File: config.mk
export PLATFORM = sky130hd
export DESIGN_NAME = trng_word_packer_flat
export DESIGN_NICKNAME = d
export VERILOG_FILES = /design/src/rtl/trng_word_packer_if.sv /design/src/rtl/trng_word_packer.sv /design/src/flat_wrapper.sv
export SDC_FILE = /design/constraint.sdc
export NUM_CORES = 1
export LEC_CHECK = 0
export CELL_PAD_IN_SITES_DETAIL_PLACEMENT = 0
export CELL_PAD_IN_SITES_GLOBAL_PLACEMENT = 2
export CORE_UTILIZATION = 43
export CTS_CLUSTER_SIZE = 8
export DETAILED_ROUTE_END_ITERATION = 8
export PLACE_DENSITY_LB_ADDON = 0.1
export SETUP_SLACK_MARGIN = 0.3
export SLEW_MARGIN = 20
export SYNTH_ARGS = -nofsm -noshare
export SYNTH_HDL_FRONTEND = slang
export SYNTH_SLANG_ARGS = --single-unit
File: constraint.sdc
create_clock -name clk -period 4.9 [get_ports clk]
set_input_delay 0.735 -clock clk [delete_from_list [all_inputs] [get_ports clk]]
set_output_delay 0.735 -clock clk [all_outputs]
set_load 0.01 [all_outputs]
File: src/rtl/trng_word_packer_if.sv
// Host-facing bundle of the TRNG word packer: serial bit input, word
// valid/ready output, and the fill/overflow/health status lines.
interface trng_word_packer_if #(
  parameter int WORD_W = 8,
  parameter int DEPTH  = 4
);
  logic                       in_valid;
  logic                       in_bit;
  logic                       word_valid;
  logic                       word_ready;
  logic [WORD_W-1:0]          word;
  logic [$clog2(DEPTH):0]     fill_level;
  logic                       overflow;
  logic                       health_fail;

  modport master (
    output in_valid, in_bit, word_ready,
    input  word_valid, word, fill_level, overflow, health_fail
  );

  modport slave (
    input  in_valid, in_bit, word_ready,
    output word_valid, word, fill_level, overflow, health_fail
  );
endinterface

File: src/rtl/trng_word_packer.sv
// Packs accepted TRNG bits LSB-first into words, buffers them in a small FIFO,
// and runs a repetition-count health test that latches and flushes on failure.
module trng_word_packer #(
  parameter int WORD_W     = 8,
  parameter int DEPTH      = 4,
  parameter int RCT_CUTOFF = 32
) (
  input logic               clk,
  input logic               reset,
  trng_word_packer_if.slave bus
);
  localparam int AW = $clog2(DEPTH);
  localparam int FW = AW + 1;
  localparam int CW = $clog2(WORD_W);
  localparam int RW = $clog2(RCT_CUTOFF + 1);

  logic [FW-1:0]     wr_ptr_r;
  logic [FW-1:0]     rd_ptr_r;
  logic [FW-1:0]     fill_r;
  logic              word_valid_r;
  logic              overflow_r;
  logic              health_fail_r;
  logic              prev_bit_r;
  logic [CW-1:0]     bit_cnt_r;
  logic [WORD_W-1:0] shift_r;
  logic [RW-1:0]     run_cnt_r;
  logic [WORD_W-1:0] mem_r [DEPTH];

  logic              accept_s;
  logic              pop_s;
  logic              full_s;
  logic              word_done_s;
  logic              fail_s;
  logic              push_s;
  logic              drop_s;
  logic [WORD_W-1:0] packed_s;
  logic [RW-1:0]     run_next_s;
  logic [FW-1:0]     fill_next_s;

  // Acceptance, packing, health-test and FIFO control decisions for this edge.
  always_comb begin
    accept_s    = bus.in_valid && !health_fail_r;
    pop_s       = word_valid_r && bus.word_ready;
    full_s      = (wr_ptr_r[AW] != rd_ptr_r[AW]) &&
                  (wr_ptr_r[AW-1:0] == rd_ptr_r[AW-1:0]);
    packed_s    = shift_r;
    packed_s[bit_cnt_r] = bus.in_bit;
    word_done_s = accept_s && (bit_cnt_r == CW'(WORD_W - 1));

    // A zero run count means no bit has been seen since reset.
    if (!accept_s) begin
      run_next_s = run_cnt_r;
    end else if ((run_cnt_r != RW'(0)) && (bus.in_bit == prev_bit_r)) begin
      if (run_cnt_r == RW'(RCT_CUTOFF)) begin
        run_next_s = run_cnt_r;
      end else begin
        run_next_s = run_cnt_r + RW'(1);
      end
    end else begin
      run_next_s = RW'(1);
    end

    fail_s = accept_s && (run_next_s == RW'(RCT_CUTOFF));
    push_s = word_done_s && !fail_s && (!full_s || pop_s);
    drop_s = word_done_s && !fail_s && full_s && !pop_s;

    if (push_s && !pop_s) begin
      fill_next_s = fill_r + FW'(1);
    end else if (!push_s && pop_s) begin
      fill_next_s = fill_r - FW'(1);
    end else begin
      fill_next_s = fill_r;
    end
  end

  // Control state: pointers, fill, flags, packer and run counter.
  always_ff @(posedge clk) begin
    if (reset) begin
      wr_ptr_r      <= FW'(0);
      rd_ptr_r      <= FW'(0);
      fill_r        <= FW'(0);
      word_valid_r  <= 1'b0;
      overflow_r    <= 1'b0;
      health_fail_r <= 1'b0;
      prev_bit_r    <= 1'b0;
      bit_cnt_r     <= CW'(0);
      shift_r       <= WORD_W'(0);
      run_cnt_r     <= RW'(0);
    end else begin
      if (fail_s) begin
        // Flush everything buffered and discard any word completing now.
        health_fail_r <= 1'b1;
        rd_ptr_r      <= wr_ptr_r;
        fill_r        <= FW'(0);
        word_valid_r  <= 1'b0;
        bit_cnt_r     <= CW'(0);
        shift_r       <= WORD_W'(0);
      end else begin
        if (push_s) begin
          wr_ptr_r <= wr_ptr_r + FW'(1);
        end
        if (pop_s) begin
          rd_ptr_r <= rd_ptr_r + FW'(1);
        end
        fill_r       <= fill_next_s;
        word_valid_r <= (fill_next_s != FW'(0));
        if (drop_s) begin
          overflow_r <= 1'b1;
        end
        if (accept_s) begin
          if (word_done_s) begin
            bit_cnt_r <= CW'(0);
            shift_r   <= WORD_W'(0);
          end else begin
            bit_cnt_r <= bit_cnt_r + CW'(1);
            shift_r   <= packed_s;
          end
        end
      end
      if (accept_s) begin
        run_cnt_r  <= run_next_s;
        prev_bit_r <= bus.in_bit;
      end
    end
  end

  // FIFO storage; the completed word includes the bit accepted this edge.
  always_ff @(posedge clk) begin
    if (push_s) begin
      mem_r[wr_ptr_r[AW-1:0]] <= packed_s;
    end
  end

  assign bus.word        = mem_r[rd_ptr_r[AW-1:0]];
  assign bus.word_valid  = word_valid_r;
  assign bus.fill_level  = fill_r;
  assign bus.overflow    = overflow_r;
  assign bus.health_fail = health_fail_r;
endmodule
File: src/flat_wrapper.sv
// flat-port wrapper written by rule: the top's interface ports become plain ports
module trng_word_packer_flat 
#(
  parameter int WORD_W     = 8,
  parameter int DEPTH      = 4,
  parameter int RCT_CUTOFF = 32
)
  (clk, reset, bus_in_valid, bus_in_bit, bus_word_ready, bus_word_valid, bus_word, bus_fill_level, bus_overflow, bus_health_fail);
  trng_word_packer_if #(.WORD_W(WORD_W), .DEPTH(DEPTH)) bus_i ();
  input logic clk;
  input logic reset;
  input wire logic [$bits(bus_i.in_valid)-1:0] bus_in_valid;
  input wire logic [$bits(bus_i.in_bit)-1:0] bus_in_bit;
  input wire logic [$bits(bus_i.word_ready)-1:0] bus_word_ready;
  output wire logic [$bits(bus_i.word_valid)-1:0] bus_word_valid;
  output wire logic [$bits(bus_i.word)-1:0] bus_word;
  output wire logic [$bits(bus_i.fill_level)-1:0] bus_fill_level;
  output wire logic [$bits(bus_i.overflow)-1:0] bus_overflow;
  output wire logic [$bits(bus_i.health_fail)-1:0] bus_health_fail;
  assign bus_i.in_valid = bus_in_valid;
  assign bus_i.in_bit = bus_in_bit;
  assign bus_i.word_ready = bus_word_ready;
  assign bus_word_valid = bus_i.word_valid;
  assign bus_word = bus_i.word;
  assign bus_fill_level = bus_i.fill_level;
  assign bus_overflow = bus_i.overflow;
  assign bus_health_fail = bus_i.health_fail;
  trng_word_packer #(.WORD_W(WORD_W), .DEPTH(DEPTH), .RCT_CUTOFF(RCT_CUTOFF)) u_core (.clk(clk), .reset(reset), .bus(bus_i));
endmodule
==> results.py, run 1 <==
metrics = {
    "logic_synthesis": {
        "ys_ff_latch": 64,
        "postSynth.asyncResetShare": 0,
        "yosys.area.top_type": "edfxtp_1",
        "synth_cell_types": 55,
        "yosys_warnings": 0,
        "syn_avg_cell_area_um2": 12.1,
        "synth.area.top_cells": "edfxtp_1 (32%), dfxtp_1 (21%), mux4_2 (6.0%)",
        "syn-cell-area_um2": 3020,
        "synth_edf_count": 32,
        "synth_top_cell_area_share": 0.318,
        "synth-main-ff-cell": "edfxtp_1",
        "synth_fp_nets": 265,
        "synth_cells": 249,
        "yosysSeqAreaShare": 0.530,
    },
    "power": {
        "leakagePower_nw": 1.20,
        "p_total_w": 0.00137,
        "power.density_nw_per_um2": 394,
        "irDropWorstVdd_v": 0.000189,
    },
    "detailed_routing": {
        "drt_first_iter_violations": 121,
        "via_per_inst": 5.19,
        "vias": 1889,
        "antenna_left": 0,
        "post-route-drc-count": 0,
        "first_pass_iters": 4,
        "wl_per_cell_um": 15.2,
        "wl_um": 5550,
    },
    "floorplanning": {
        "row_count": 30,
        "die_h_um": 85.8,
        "ios": 19,
        "start_util": 0.444,
        "core_area_um2": 6790,
        "die-area_um2": 7360,
        "fp.dieW_um": 85.8,
    },
    "sta": {
        "finalCritPeriodShare": 0.693,
        "finalSetupViolations": 0,
        "rsz0062_at_grt": "no",
        "holdWs_ps": 475,
        "setup_ws_ps": 1500,
        "max_slew.worst_pin.slew_ps": 770,
        "skew_ps": 9.87,
        "slew_viol_final": 0,
        "max_freq_ghz": 0.294,
        "setup_tns_ps": 0,
        "relSlewSlack": 0.486,
        "finalHoldViolations": 0,
        "fin_crit_ps": 3400,
    },
    "critical_path": {
        "cp_data_required_time_ps": 5110,
        "path_max_fanout": 21,
        "reg2reg_slack_ps": 1950,
        "slowest_stage": "nand2b_1",
        "slowest_delay_ps": 530,
        "cp-end-kind": "flop",
        "critPathKind": "input pin to flop",
        "arrival_ps": 3610,
        "cp-start-kind": "input pin",
        "cp_common_cell": "nand2b_1",
        "worstPathCellList": "clkdlybuf4s50_1 > nand2b_1 > or2_2 > a2111oi_4 > nand4_4 > nand2b_1 > nand2b_1 > o31a_1 > o31ai_2",
    },
    "worst_hold_path": {
        "min_path_type": "flop to flop",
    },
    "job": {
        "maxCapViolCount": 0,
    },
    "global_route": {
        "grt_pass1_vias": 1840,
        "antenna_found_initial": 0,
        "grt_max_degree": 22,
        "gr-total-overflow": 0,
        "grt_pass1_wl_um": 9220,
        "track_usage": 0.168,
    },
    "cts": {
        "post_cts_buffers": 0,
        "cts.sinks": 64,
        "cts_buffers": 9,
        "clock_latency_ps": 350,
        "postCtsHoldBufs": 0,
        "clk_path_buf_depth": 2,
        "cts_tree": "done",
        "cts_root_buf": "clkbuf_8",
        "clk_pin_slew_worst_paths_ps": 80,
        "cts_max_level": 3,
        "cts_resized": 0,
    },
    "finish": {
        "fillerInstances": 606,
        "area_growth_pct": 15.0,
        "final_cells": 364,
        "diodes": 0,
        "drive_gt1_frac": 0.179,
        "fin_nets": 279,
        "final_cell_mix": "dfxtp_1 (32), edfxtp_1 (32), nor2_1 (29), clkdlybuf4s50_1 (18), a21oi_1 (12)",
    },
    "placed_design": {
        "pre_cts_ws_ps": 1100,
        "hpwl_um": 3710,
        "place.gp.congestion": 0.782,
        "io_buffer_count": 18,
        "dp_cells": 348,
    },
    "outcome": {
        "status": "completed",
    },
}
[path summary, 6_finish.rpt]
path	start	to	depth (start not counted)
worst max register to register	u_core.bus.health_fail	u_core.bus.word_valid	8
worst min-delay path	u_core.bus.health_fail	u_core.bus.health_fail	2
worst max-delay path	bus_in_valid	u_core.bus.word_valid	9
worst min register to register	u_core.bus.health_fail	u_core.bus.health_fail	2
[layout make-up]
cell class                 instances  area [µm²]  share of cell area
timing repair buffer              18         180              0.0519
clock buffer                       9         124              0.0357
multi-input combinational        160        1310               0.376
sequential                        64        1600               0.461
clock inverter                     7         103              0.0296
tap                               96         120              0.0346
inverter                          10        37.5              0.0108
[flip-flops by register name, summed over array words and instances, names as in the netlist, named ones only]
| signal | count |
|---|---|
| u_core.wr_ptr_r | 3 |
| u_core.prev_bit_r | 1 |
| u_core.bus.fill_level | 3 |
| u_core.bus.word_valid | 1 |
| u_core.bus.overflow | 1 |
| u_core.shift_r | 8 |
| u_core.mem_r | 32 |
| u_core.bus.health_fail | 1 |
| u_core.bit_cnt_r | 3 |
| u_core.run_cnt_r | 6 |
| u_core.rd_ptr_r | 3 |
[layer usage]
layer / track usage / up-vias / wire, µm
met5: 0 / - / 0
met2: 0.273 / 37 / 2720
met1: 0.215 / 902 / 2570
li1: - / 943 / -
met3: 0.0414 / 7 / 175
met4: 0.0727 / 0 / 91
[worst max-delay path: cells and delay by family]
kind / cells / cell delay (ps)
simple gates: 5 / 1920
compound gates: 3 / 470
buf+inv: 1 / 470
[Yosys cell counts, drive strengths merged, types with 3 or more instances]
library cell  count
mux2              9
a21oi            12
a22oi             9
and2              7
nand2b            4
nand2            12
o21ai             5
nor2             29
buf               6
mux4              8
a211oi            3
nor3b             5
xor2              4
nor3              6
dfxtp            32
edfxtp           32
ha               11
a31oi             3
clkbuf            9
xnor2             5
inv              10
[where the power goes]
group	internal, W	total [W]	switching [W]
registers	0.000583	0.000621	0.0000375
logic	0.000131	0.000231	0.000101
clock network	0.000291	0.000516	0.000224
total	0.00101	0.00137	0.000362
[per-stage QoR]
stage	util	instance area, µm²
6_report	0.511	3470
4_1_cts	0.511	3470
3_3_place_gp	0.478	3240
5_1_grt	0.511	3470
3_5_place_dp	0.478	3240
2_1_floorplan	-	3020
[cells by family after synthesis]
kind of cell / count (synthesis) / share of synthesized area
adders and majority gates: 11 / 0.0456
and+or+nand+nor: 81 / 0.152
xor gates and xnor gates: 9 / 0.0286
muxes: 18 / 0.0978
DFF: 64 / 0.530
buffers and inverters: 25 / 0.0373
AOI/OAI and AO/OA: 41 / 0.108
(Power assumes the default switching activity.)
==> run 2: changes to the inputs <==
- CORE_UTILIZATION: 43 -> 36
- clock period: 4.9 -> 2.9 ns (I/O delays scaled with it)
==> results.py, run 2 (same netlist as run 1, synthesis figures left out) <==
metrics = {
    "outcome": {
        "status": "completed",
    },
    "sta": {
        "relSlewSlack": 0.606,
        "rsz0062_at_grt": "no",
        "finalCritPeriodShare": 0.869,
        "finalHoldViolations": 0,
        "setup_tns_ps": 0,
        "finalSetupViolations": 0,
        "fin_crit_ps": 2520,
        "slew_viol_final": 0,
        "max_freq_ghz": 0.397,
        "skew_ps": 10.8,
        "holdWs_ps": 485,
        "max_slew.worst_pin.slew_ps": 588,
    },
    "global_route": {
        "grt_max_degree": 18,
        "gr-total-overflow": 0,
        "grt_pass1_wl_um": 9810,
        "grt_pass1_vias": 1856,
        "track_usage": 0.152,
        "antenna_found_initial": 0,
    },
    "detailed_routing": {
        "via_per_inst": 4.94,
        "first_pass_iters": 4,
        "wl_per_cell_um": 15.2,
        "antenna_left": 0,
        "dr_wl_met3_um": 151,
        "routed.top_layer": "met4",
        "drt-met1-wl_um": 2820,
        "post-route-drc-count": 0,
        "wl_met2_um": 2980,
        "vias": 1961,
        "wl_um": 6030,
        "drt_first_iter_violations": 48,
    },
    "critical_path": {
        "cp_num_buf_inv": 1,
        "slowest_stage": "or4b_4",
        "cp-start-kind": "flop",
        "rr_worst_depth": 10,
        "slowest_delay_ps": 470,
        "arrival_ps": 2750,
        "path_max_fanout": 6,
        "crit_family": "compound AO/OA/AOI/OAI gates",
        "worstPathCellList": "inv_4 > ha_4 > or4b_4 > o31ai_4 > mux2_4 > nand4_4 > and4_4 > a311oi_2 > o31a_1 > o31ai_2",
        "critPathKind": "flop to flop",
        "cp-end-kind": "flop",
        "reg2reg_slack_ps": 380,
        "cp_data_required_time_ps": 3130,
        "path_depth": 10,
    },
    "cts": {
        "postCtsHoldBufs": 0,
        "cts_tree": "done",
        "cts_max_level": 3,
        "clk_path_buf_depth": 2,
        "cts_buffers": 9,
        "cts.sinks": 64,
        "clock_latency_ps": 340,
        "clk_pin_slew_worst_paths_ps": 80,
        "cts_root_buf": "clkbuf_8",
    },
    "power": {
        "seqPwrFrac": 0.467,
        "power.internal_w": 0.00163,
        "leakagePower_nw": 1.34,
        "p_clk_frac": 0.346,
        "power.density_nw_per_um2": 600,
        "combPwrFrac": 0.187,
        "p_switching_w": 0.000614,
        "irDropWorstVdd_v": 0.000351,
        "switching_share": 0.274,
    },
    "worst_hold_path": {
        "min_path_cells": 2,
        "min_path_type": "flop to flop",
    },
    "finish": {
        "drive_gt1_frac": 0.277,
        "fin_util": 0.457,
        "seq_area_um2": 1610,
        "fillerInstances": 757,
        "fin_nets": 303,
        "diodes": 0,
        "largest_reg_flops": 32,
        "final_common_cell": "edfxtp_1",
        "final_cells": 397,
        "final_cell_mix": "edfxtp_1 (32), dfxtp_1 (30), nor2_1 (29), buf_4 (19), clkdlybuf4s50_1 (17)",
        "multiInputGateArea_um2": 1340,
        "area_growth_pct": 23.9,
    },
    "placed_design": {
        "hpwl_um": 4090,
        "dp_cells": 374,
        "io_buffer_count": 18,
        "place.gp.congestion": 0.826,
    },
    "floorplanning": {
        "core_area_um2": 8180,
        "row_count": 33,
        "die-area_um2": 8760,
        "fp.dieW_um": 93.6,
        "start_util": 0.369,
        "die_h_um": 93.6,
        "ios": 19,
    },
    "job": {
        "maxCapViolCount": 0,
    },
}
## run 2: changes by cell type in the layout (fill, tap and decap cells not counted), moves of 3 or more
| cell | change |
|---|---|
| and2_1 | -3 |
| and2_4 | +3 |
| buf_12 | +4 |
| buf_4 | +19 |
## run 2: what timing repair did
action	CTS	global route
pin swaps	1	2
resized for setup	4	11
setup endpoints to repair	32	44
setup buffers	1	6
cloned	0	0
## run 2: tightest hold or removal path: stages, from the launching register on
cell	delay, ps
dfxtp_1	340
a31oi_1	40
nor2_1	70
## run 2: layout make-up
class | count | area share
Inverter | 10 | 0.0107
Tap cell | 105 | 0.0351
Multi-Input combinational cell | 160 | 0.359
Sequential cell | 64 | 0.430
Clock inverter | 7 | 0.0211
Timing Repair Buffer | 42 | 0.111
Clock buffer | 9 | 0.0331
## run 2: final timing paths
kind / start / to
setup / recovery: u_core.run_cnt_r[1] / u_core.bus.word_valid
hold / removal: u_core.bus.overflow / u_core.bus.overflow
setup reg to reg: u_core.run_cnt_r[1] / u_core.bus.word_valid
hold reg to reg: u_core.bus.overflow / u_core.bus.overflow
## run 2: power groups by stage
stage	clock network, W	registers (W)	logic [W]
floorplan	0	0.00105	0.000278
global placement	0	0.00107	0.000420
detailed placement	0	0.00107	0.000417
CTS	0.000806	0.00105	0.000419
global route	0.000852	0.00106	0.000458
finish	0.000776	0.00105	0.000419
## run 2: metrics by stage
step | setup slack (ps) | total power (W) | instance area (µm²)
6_report | 380 | 0.00224 | 3740
2_1_floorplan | 415 | 0.00132 | 3020
3_3_place_gp | 72.9 | 0.00149 | 3420
4_1_cts | 308 | 0.00228 | 3640
5_1_grt | 297 | 0.00237 | 3740
3_5_place_dp | 48.9 | 0.00149 | 3420
## run 2: per-layer routing
layer / up-vias / GRT usage
met5: - / 0
met4: 0 / 0.0654
met3: 8 / 0.0341
met2: 27 / 0.247
met1: 939 / 0.194
li1: 987 / -
